--- src/rtl/mem_port_arbiter.sv ---
// Round-robin arbiter for two requesters sharing the 256x128 data memory.
// Serialises one memory operation at a time and times completion with a fixed-latency counter.
module mem_port_arbiter #(
    parameter int unsigned ADDR_W  = 8,
    parameter int unsigned LINE_W  = 128,
    parameter int unsigned WORD_W  = 32,
    parameter int unsigned MEM_LAT = 1
) (
    input  logic              clk,
    input  logic              reset,
    input  logic              p0_req,
    input  logic [ADDR_W-1:0] p0_addr,
    output logic              p0_done,
    input  logic              p1_req,
    input  logic              p1_we,
    input  logic [ADDR_W-1:0] p1_addr,
    input  logic [1:0]        p1_word_id,
    input  logic [WORD_W-1:0] p1_wdata,
    output logic              p1_done,
    output logic [LINE_W-1:0] resp_rdata,
    output logic              busy,
    output logic              mem_r_req_out,
    output logic              mem_w_req_out,
    output logic              mem_wr_en_out,
    output logic [ADDR_W-1:0] mem_addr_out,
    output logic [1:0]        mem_word_id_out,
    output logic [WORD_W-1:0] mem_wr_data_out,
    input  logic [LINE_W-1:0] mem_rdata_in
);

    localparam int unsigned CNT_W = 4;

    typedef enum logic [1:0] {IDLE, ISSUE, WAIT, DONE} state_t;

    state_t             state, state_next;
    logic               last_gnt, last_gnt_next;
    logic               gnt, gnt_next;
    logic               we, we_next;
    logic [CNT_W-1:0]   cnt, cnt_next;

    logic               p0_done_next, p1_done_next, busy_next;
    logic               mem_r_req_next, mem_w_req_next, mem_wr_en_next;
    logic [ADDR_W-1:0]  mem_addr_next;
    logic [1:0]         mem_word_id_next;
    logic [WORD_W-1:0]  mem_wr_data_next;
    logic [LINE_W-1:0]  resp_rdata_next;

    logic               any_req;
    logic               gnt_sel;
    logic               we_sel;

    // On a tie the port that did not win last time is granted
    assign any_req = p0_req | p1_req;
    assign gnt_sel = (p0_req && p1_req) ? ~last_gnt : p1_req;
    assign we_sel  = gnt_sel & p1_we;

    // State and output registers
    always_ff @(posedge clk) begin
        if (reset) begin
            state           <= IDLE;
            last_gnt        <= 1'b1;
            gnt             <= 1'b0;
            we              <= 1'b0;
            cnt             <= '0;
            p0_done         <= 1'b0;
            p1_done         <= 1'b0;
            busy            <= 1'b0;
            mem_r_req_out   <= 1'b0;
            mem_w_req_out   <= 1'b0;
            mem_wr_en_out   <= 1'b0;
            mem_addr_out    <= '0;
            mem_word_id_out <= '0;
            mem_wr_data_out <= '0;
            resp_rdata      <= '0;
        end else begin
            state           <= state_next;
            last_gnt        <= last_gnt_next;
            gnt             <= gnt_next;
            we              <= we_next;
            cnt             <= cnt_next;
            p0_done         <= p0_done_next;
            p1_done         <= p1_done_next;
            busy            <= busy_next;
            mem_r_req_out   <= mem_r_req_next;
            mem_w_req_out   <= mem_w_req_next;
            mem_wr_en_out   <= mem_wr_en_next;
            mem_addr_out    <= mem_addr_next;
            mem_word_id_out <= mem_word_id_next;
            mem_wr_data_out <= mem_wr_data_next;
            resp_rdata      <= resp_rdata_next;
        end
    end

    // Next-state logic
    always_comb begin
        state_next = state;
        case (state)
            IDLE:  if (any_req) state_next = ISSUE;
            ISSUE: state_next = WAIT;
            WAIT:  if (cnt == CNT_W'(1)) state_next = DONE;
            DONE:  state_next = IDLE;
            default: state_next = IDLE;
        endcase
    end

    // Output and datapath next values; memory payload is latched at grant so it is live in ISSUE
    always_comb begin
        last_gnt_next    = last_gnt;
        gnt_next         = gnt;
        we_next          = we;
        cnt_next         = cnt;
        p0_done_next     = 1'b0;
        p1_done_next     = 1'b0;
        busy_next        = (state_next != IDLE);
        mem_r_req_next   = 1'b0;
        mem_w_req_next   = 1'b0;
        mem_wr_en_next   = mem_wr_en_out;
        mem_addr_next    = mem_addr_out;
        mem_word_id_next = mem_word_id_out;
        mem_wr_data_next = mem_wr_data_out;
        resp_rdata_next  = resp_rdata;
        case (state)
            IDLE: begin
                if (any_req) begin
                    gnt_next         = gnt_sel;
                    last_gnt_next    = gnt_sel;
                    we_next          = we_sel;
                    mem_r_req_next   = ~we_sel;
                    mem_w_req_next   = we_sel;
                    mem_wr_en_next   = we_sel;
                    mem_addr_next    = gnt_sel ? p1_addr : p0_addr;
                    mem_word_id_next = gnt_sel ? p1_word_id : 2'd0;
                    mem_wr_data_next = gnt_sel ? p1_wdata : '0;
                end
            end
            ISSUE: cnt_next = CNT_W'(MEM_LAT);
            WAIT: begin
                cnt_next = cnt - CNT_W'(1);
                if (cnt == CNT_W'(1)) begin
                    resp_rdata_next = we ? '0 : mem_rdata_in;
                    p0_done_next    = ~gnt;
                    p1_done_next    = gnt;
                end
            end
            default: ;
        endcase
    end

endmodule

--- config.mk ---
export PLATFORM = sky130hd
export DESIGN_NAME = mem_port_arbiter
export DESIGN_NICKNAME = d
export VERILOG_FILES = /design/src/rtl/mem_port_arbiter.sv
export SDC_FILE = /design/constraint.sdc
export NUM_CORES = 1
export LEC_CHECK = 0
export CORE_AREA = 2 2 141 143
export DETAILED_ROUTE_END_ITERATION = 12
export DIE_AREA = 0 0 143 145
export PLACE_DENSITY = 0.76
export SLEW_MARGIN = 10
export SYNTH_ARGS = -nofsm -noshare
export SYNTH_HDL_FRONTEND = slang
export SYNTH_SLANG_ARGS = --single-unit
--- constraint.sdc ---
create_clock -name clk -period 2.2 [get_ports clk]
set_input_delay 0.33 -clock clk [delete_from_list [all_inputs] [get_ports clk]]
set_output_delay 0.33 -clock clk [all_outputs]
set_load 0.01 [all_outputs]
# Word level (Yosys, flattened, before mapping)
# Cells that the tools add are included.
# word_totals
elab_cells	45
out_inout_bits	176
regBits	184
# op_classes
muxes	9
n_bitwise	9
reduce_logical	8
eq_ne	4
add_sub_neg	1
# op_table
operator	count
2-to-1 mux 128 bit	1
2-to-1 mux 32 bit	1
2-to-1 mux 8 bit	1
case mux 2 bit (4 select lines)	1
case mux 4 bit (2 select lines)	1
inverter 1 bit	7
2-to-1 mux 2 bit	3
OR reduction 3 bit	2
equality test 2 bit, second input constant	2
equality test 4 x 1 -> 1 bit, second input constant	1
AND reduction 2 bit	2
nonzero test 2 bit	2
subtractor 4 x 1 -> 4 bit, second input constant	1
equality test 2 x 1 -> 1 bit, second input constant	1
logical NOT 2 bit	1
bitwise AND 1 bit	1
logical AND 1 bit	1
2-to-1 mux 1 bit	1
bitwise OR 1 bit	1

# Depth between registers and ports, before layout
# logic_depth
depth_word	4
depth_mapped	8

# Least setup slack after synthesis
# Ideal clock, no wire load.
# synth_path
path_type	reg-to-reg
startpoint	reg state[0]
endpoint	reg resp_rdata[64]
arrival_time_ps	1516
period_less_slack_ps	1574
required_ps	2141
setup_ps	59
stages_incl_launch_ff	9
setup_slack_ps	626
n_path_buf	3
path_cell_list	dfxtp_1 -> inv_1 -> ha_1 -> buf_2 -> nand2_1 -> nor4_2 -> buf_2 -> buf_2 -> a22o_1
# synth_between
elab_chain_cells	2
# synth_lines
item	line_no	rtl
from (decl)	35	state_t state, state_next;
from (signal assigned)	76	state <= state_next;
equality test 2 bit	122	case (state)
AND reduction 2 bit (no source line)	--	
to (signal assigned)	90	resp_rdata <= resp_rdata_next;
to (decl)	20	output logic [LINE_W-1:0] resp_rdata,
# Every way passes these cells.
# A chain may end at the register's enable or synchronous reset.

# Worst setup path after layout
# layout_path
startpoint	reg cnt[1]
endpoint	reg resp_rdata[97]
# layout_between
elab_chain_cells	2
# layout_lines
item	line_no	rtl
from (decl)	39	logic [CNT_W-1:0] cnt, cnt_next;
from (signal assigned)	80	cnt <= cnt_next;
equality test 4 x 1 -> 1 bit	139	if (cnt == CNT_W'(1)) begin
AND reduction 2 bit (no source line)	--	
# Every way passes these cells.

==> impl_metrics.env <==
export IMPL_whs_endpoint="p0_done$_SDFF_PP0_"
export IMPL_swShare=0.2877
export IMPL_grt_pass1_wl_um=27870
export IMPL_synth_top_area_cell="dfxtp_1"
export IMPL_root_buffer="clkbuf_16"
export IMPL_max_freq_mhz=523.0
export IMPL_antenna_found_initial=0
export IMPL_ant_nets=0
export IMPL_synth_cell_types=34
export IMPL_die_x_um=143
export IMPL_nFillCells=1646
export IMPL_share_comb_of_total_power=0.254
export IMPL_p_per_area_mw_per_mm2=909.1
export IMPL_finalSetupViolCount=0
export IMPL_clkSlewWorstSetupHoldPaths_ns=0.07
export IMPL_status="finished, final reports clean"
export IMPL_dieArea_mm2=0.02074
export IMPL_tightest_slew_ns=0.6006
export IMPL_hold_worst_slack_ns=0.4499
export IMPL_wirelength_um=18700
export IMPL_reg2reg_from="cnt[1]$_SDFFE_PP0P_"
export IMPL_worstSkewPairLatency_ns=0.43
export IMPL_cts_resized=0
export IMPL_cts_setup_buffers=0
export IMPL_p_clk_frac=0.325
export IMPL_hpwlAfterDp_um=13650
export IMPL_crit_required_ns=2.57
export IMPL_finalHoldViolations=0
export IMPL_yosys_top_cells_area="dfxtp_1, a22o_1, buf_2"
export IMPL_yosysWarnings=0
export IMPL_intPower_mw=6.673
export IMPL_drive_above_1_share=0.06086
export IMPL_clock_path_buffers=2
export IMPL_worstHoldPathCells=1
export IMPL_routed_via_density=4.732
export IMPL_path_class="reg -> reg"
export IMPL_reg2reg_depth=7
export IMPL_switchingPower_mw=2.695
export IMPL_critPathArrivalTime_ns=2.28
export IMPL_cp_end_kind="register"
export IMPL_total_power_mw=9.369
export IMPL_hp_start="gnt$_SDFFE_PP0P_"
export IMPL_vias=5219
export IMPL_period_needed_ns=1.912
export IMPL_drtPass1Iterations=4
export IMPL_cts_htree_levels=4
export IMPL_ys_seq_area_frac=0.6283
export IMPL_synth_area_mm2=0.005863
export IMPL_r2r_end="resp_rdata[97]$_SDFFE_PP0P_"
export IMPL_slew_violations=0
export IMPL_pin_count=359
export IMPL_synthCells=477
export IMPL_area_delta_synth_final_pct=75.76
export IMPL_finalNonFillerCells=1103
export IMPL_cts_tree="built"
export IMPL_synth_top_area_frac=0.6283
export IMPL_worstPathMaxFanout=55
export IMPL_synth_top_cells_by_count="dfxtp_1, a22o_1, buf_2, nand2_1, nor2_1"
export IMPL_hold_path_class="reg -> reg"
export IMPL_gp_congestion=0.8182
export IMPL_cts_sinks=184
export IMPL_num_rows=51
export IMPL_layout_worst_path_cycle_share=0.8692
export IMPL_placedCellCount=1071
export IMPL_portBuffers=358
export IMPL_max_cap_viol_count=0
export IMPL_grt_max_degree=74
export IMPL_nNetsFinal=1013
export IMPL_hold_buffers=0
export IMPL_fin_skew_ns=0.009039
export IMPL_synth_edf_count=0
export IMPL_drtIter0Drc=205
export IMPL_synthesis_nets=665
export IMPL_relSlewSlack=0.5996
export IMPL_worst_r2r_setup_slack_ns=0.29
export IMPL_core_mm2=0.01921
export IMPL_gr_total_overflow=0
export IMPL_drc=0
export IMPL_grt_pass1_vias=5086
export IMPL_start_util=0.3053
export IMPL_cts_buffers=17
export IMPL_leakagePower_nw=3.888
export IMPL_syn_area_per_cell_um2=12.29
export IMPL_dieHeight_um=145
export IMPL_antennaDiodeCount=0
export IMPL_critPathLaunchType="register"
export IMPL_vdd_drop_max_mv=0.4417
export IMPL_tns_ns=0
export IMPL_async_flop_share=0
export IMPL_wl_per_cell_um=16.95
export IMPL_grt_total_usage=0.1733
export IMPL_ys_ff_latch=184
export IMPL_ys_flop_type="dfxtp_1"
export IMPL_pwr_share_seq=0.422
export IMPL_synth_most_common_cell="dfxtp_1"
export IMPL_rsz0062_at_grt="false"
area by class of cell:
cell class / count / area (um2) / area share
repair buffers: 371 / 3731 / 0.3621
inverters: 5 / 18.77 / 0.001821
clock buffers: 18 / 429.2 / 0.04165
clock inverters: 14 / 153.9 / 0.01493
well taps: 265 / 331.6 / 0.03218
multi-input cells: 246 / 1957 / 0.1899
flip-flops and latches: 184 / 3684 / 0.3575
power by group through the flow:
stage               Combinational [mW]  Clock [mW]  Sequential [mW]
finish                            2.38        3.04             3.95
global route                      2.56        3.25             4.00
CTS                               2.39        3.11             3.95
detailed placement                2.38           0             4.02
global placement                  2.35           0             4.01
floorplan                        0.907           0             4.16
layout by cell type, fill, tap and decap left out, types with 2 or more instances in the layout:
cell and count:
o21ai_0 4, buf_4 9, clkbuf_16 17, a22o_1 161, or3_1 2, inv_1 5, inv_6 2, buf_12 4
dfxtp_1 184, a21oi_1 10, nor2_1 14, nand3_1 3, nor2b_1 2, ha_1 5, clkinvlp_4 2, clkdlybuf4s50_1 358
a211oi_1 10, nand2_1 15, clkinv_4 4, inv_8 5
worst max-delay path by stage:
stage | startpoint | endpoint | slack, ns
after floorplan | state[0]$_SDFF_PP0_ | resp_rdata[64]$_SDFFE_PP0P_ | 0.63
after global placement | reset | resp_rdata[51]$_SDFFE_PP0P_ | 0.28
after detailed placement | reset | resp_rdata[43]$_SDFFE_PP0P_ | 0.25
after CTS | cnt[1]$_SDFFE_PP0P_ | resp_rdata[123]$_SDFFE_PP0P_ | 0.28
after global routing | cnt[1]$_SDFFE_PP0P_ | resp_rdata[5]$_SDFFE_PP0P_ | 0.13
final | cnt[1]$_SDFFE_PP0P_ | resp_rdata[97]$_SDFFE_PP0P_ | 0.29
routing by layer:
layer	routed length [um]	share of wire	global-route usage	up-vias
met3	1512	0.081	0.05908	41
met4	558	0.030	0.07772	0
li1	-	-	-	2495
met2	8955	0.48	0.2844	239
met5	0	0	0	-
met1	7673	0.41	0.2030	2444
state kept, by name, indices dropped and copies added (netlist names), 2 cells and up:
register         cells
resp_rdata         128
mem_wr_data_out     32
mem_addr_out         8
cnt                  4
mem_word_id_out      2
state                2
worst max-delay path, cell delays in order, from the launching register on:
cell and delay [ns]:
dfxtp_1 0.33, inv_1 0.07, ha_1 0.19, nor3b_1 0.14, buf_4 0.15, a21oi_4 0.18, buf_4 0.50, a22o_1 0.24
cell families (layout without fill, tap and decap cells):
group,count (synthesis),in the layout,synth area share
flip-flops,184,184,0.6283
AND/OR/NAND/NOR,46,46,0.04012
adder cells (fa/ha/maj),5,5,0.01067
buffers and inverters,47,408,0.04183
AO/OA/AOI/OAI,195,195,0.2791
metrics by stage:
| stage | setup slack, ns | area [um2] | utilization |
|---|---|---|---|
| 3_5_place_dp | 0.2478 | 9722 | 0.5062 |
| 5_1_grt | 0.1255 | 10300 | 0.5365 |
| 4_1_cts | 0.2761 | 10300 | 0.5365 |
| 3_3_place_gp | 0.2811 | 9722 | 0.5062 |
| 6_report | 0.2879 | 10300 | 0.5365 |
| 2_1_floorplan | 0.6255 | 5863 | - |
Note: power is estimated with default switching activity, not from simulation.
==> patch (same settings) <==
Register the output `mem_addr_out` once more, without a reset; this adds one clock of latency there. The other outputs are not delayed to match.
--- a/src/rtl/mem_port_arbiter.sv
+++ b/src/rtl/mem_port_arbiter.sv
@@ -31,6 +31,8 @@
     localparam int unsigned CNT_W = 4;
 
     typedef enum logic [1:0] {IDLE, ISSUE, WAIT, DONE} state_t;
+
+    logic [ADDR_W-1:0] mem_addr_s0;
 
     state_t             state, state_next;
     logic               last_gnt, last_gnt_next;
@@ -68,7 +70,7 @@
             mem_r_req_out   <= 1'b0;
             mem_w_req_out   <= 1'b0;
             mem_wr_en_out   <= 1'b0;
-            mem_addr_out    <= '0;
+            mem_addr_s0     <= '0;
             mem_word_id_out <= '0;
             mem_wr_data_out <= '0;
             resp_rdata      <= '0;
@@ -84,7 +86,7 @@
             mem_r_req_out   <= mem_r_req_next;
             mem_w_req_out   <= mem_w_req_next;
             mem_wr_en_out   <= mem_wr_en_next;
-            mem_addr_out    <= mem_addr_next;
+            mem_addr_s0     <= mem_addr_next;
             mem_word_id_out <= mem_word_id_next;
             mem_wr_data_out <= mem_wr_data_next;
             resp_rdata      <= resp_rdata_next;
@@ -115,7 +117,7 @@
         mem_r_req_next   = 1'b0;
         mem_w_req_next   = 1'b0;
         mem_wr_en_next   = mem_wr_en_out;
-        mem_addr_next    = mem_addr_out;
+        mem_addr_next    = mem_addr_s0;
         mem_word_id_next = mem_word_id_out;
         mem_wr_data_next = mem_wr_data_out;
         resp_rdata_next  = resp_rdata;
@@ -146,5 +148,9 @@
         endcase
     end
 
+    always_ff @(posedge clk) begin
+        mem_addr_out <= mem_addr_s0;
+    end
+
 endmodule
 
Function: changed (a bounded check fails within 4 cycles, from zero or initial values and one cycle with reset high).
==> patch against the unedited design <==
Routed wire length decreased by 0.57%. Setup slack better by 0.11 ns. Non-clock buffer count rose by 2. Sequential cell count up 8. Maximum frequency rose by 6.3%. Die area unchanged. Synthesized cell count is 1.7% higher. Area after synthesis up 2.7%. Global-route usage hardly changed. Design area increased by 1.9%. Total power up 1.9%. Largest cell class is now sequential cells.
==> patch: results (changes against the unedited design) <==
status=completed; diode count=0 (unchanged); crit path max fanout=63 (+15%); largest net degree at the start of global routing=66 (-11%); Top delay family on crit path=simple AND/OR/NAND/NOR gates; Adder-Cell Fraction of Synth Area=0.0104 (-0.000284); compound-cell area share of the yosys netlist=0.272 (-0.00742); Filler Cell Count=1631 (-0.91%); Distinct cells, synth=34 (unchanged); root buffer cell=clkbuf_16; vias in the first global route=4981 (-2.1%); Port Buffers=358 (unchanged); post-synthesis sequential area ratio=0.638 (+0.00988); fin nets=1023 (+0.99%); Final Wtd Congestion=0.798 (-2.5%); WL met3=1520 um (+0.73%); CTS clock-pin slew for the worst setup and hold paths=0.07 ns (about the same); Peak VDD IR=0.464 mV (+5.0%); Longest Clk Path Bufs=2 (unchanged); Leak=3.96 nW (+1.9%); Slew HR=0.621 (+0.0219); Top Registers=resp_rdata x128, mem_wr_data_out x32; WL/cell=16.7 um (-1.4%); TritonCTS Buffers=17 (unchanged); Mapped Nets=673 (+1.2%); Post-Synth XOR/XNOR Area=0 (unchanged); first-pass GRT wire length=28300 um (+1.7%); mux cell area share after synthesis=0 (unchanged); via count=5175 (-0.84%); CP arrival=2.10 ns (-0.18 ns); Post-Syn Area=6020 sq um (+2.7%); Hold WC Path Type=reg2reg; met1 wire length=7830 um (+2.0%); fraction of layout cells with a size suffix above 1=0.0614 (+0.000534); Area contributors post-synth=dfxtp_1 64%, a22o_1 23%, buf_2 2.6%, a211oi_1 1.2%, ha_1 1.0%; CP max-delay cell=nor3b_1; Pre-antenna DRT Iters=4 (unchanged); max layer used=met4; Clock Latency Late Sink=0.43 ns (about the same); initial antenna violation count=0 (unchanged); synth cell count leaders=192 x dfxtp_1, 161 x a22o_1, 31 x buf_2, 15 x nand2_1, 15 x nor2_1; Final HPWL DP=13500 um (-1.2%); Post-DP Area=9950 sq um (+2.3%); Setup Viol. Count Final=0 (unchanged); Async S/R FF share, synth=0 (unchanged); CTS H-tree depth=4 (unchanged); Setup Fix Bufs, Post-CTS=0 (unchanged); total track usage=0.173 (+0.000217); skew final=0.0135 ns (+0.00446 ns); DRT iter0 DRCs=271 (+32%); metal2 WL=8880 um (-0.83%); Ys Warns=0 (unchanged); PostCTS Resize Cnt=0 (unchanged); CP peak stage delay=0.44 ns (-0.06 ns)
patch: cell count changes after synthesis:
cell	unedited run	this run
dfxtp_1	184	192
patch: cells by family after synthesis:
kind of cell    after synthesis
buf+inv                      47
fa+ha+maj                     5
compound gates              195
simple gates                 46
flops                       192
patch: worst paths after layout:
| path | from | endpoint | slack (ns) | depth (start not counted) |
|---|---|---|---|---|
| setup / recovery | cnt[0] | resp_rdata[126] | 0.40 | 5 |
| setup reg to reg | cnt[0] | resp_rdata[126] | 0.40 | 5 |
| hold / removal | mem_addr_s0[2] | mem_addr_out[2] | 0.35 | 0 |
| hold reg to reg | mem_addr_s0[2] | mem_addr_out[2] | 0.35 | 0 |
patch: power by group:
group,switching (W),internal (W)
Combinational,0.00107,0.00134
Clock,0.00139,0.00158
Sequential,0.000233,0.00393
Total,0.00269,0.00685
patch: routing by layer:
layer | GRT usage | vias up
met1 | 0.211 | 2384
met2 | 0.286 | 239
met5 | 0 | -
met4 | 0.0564 | 0
li1 | - | 2525
met3 | 0.0591 | 27
patch: layout make-up:
cell class | instances | area [sq um] | share of cell area
multi-input cells | 246 | 1960 | 0.186
repair buffers | 373 | 3800 | 0.361
clock buffers | 18 | 429 | 0.0409
clock inverters | 13 | 128 | 0.0122
well taps | 265 | 332 | 0.0316
flip-flops and latches | 192 | 3840 | 0.366
inverters | 5 | 18.8 | 0.00179
patch: through the flow:
step	total power, W	std cells	setup WS (ns)	hold slack, ns	util
finish	0.00954	1112	0.402	0.350	0.547
global route	0.0100	1112	0.278	0.356	0.547
CTS	0.00963	1112	0.425	0.353	0.547
detailed placement	0.00665	1081	0.313	0.337	0.518
global placement	0.00660	1081	0.330	0.336	0.518
floorplan	0.00528	485	0.626	0.331	-
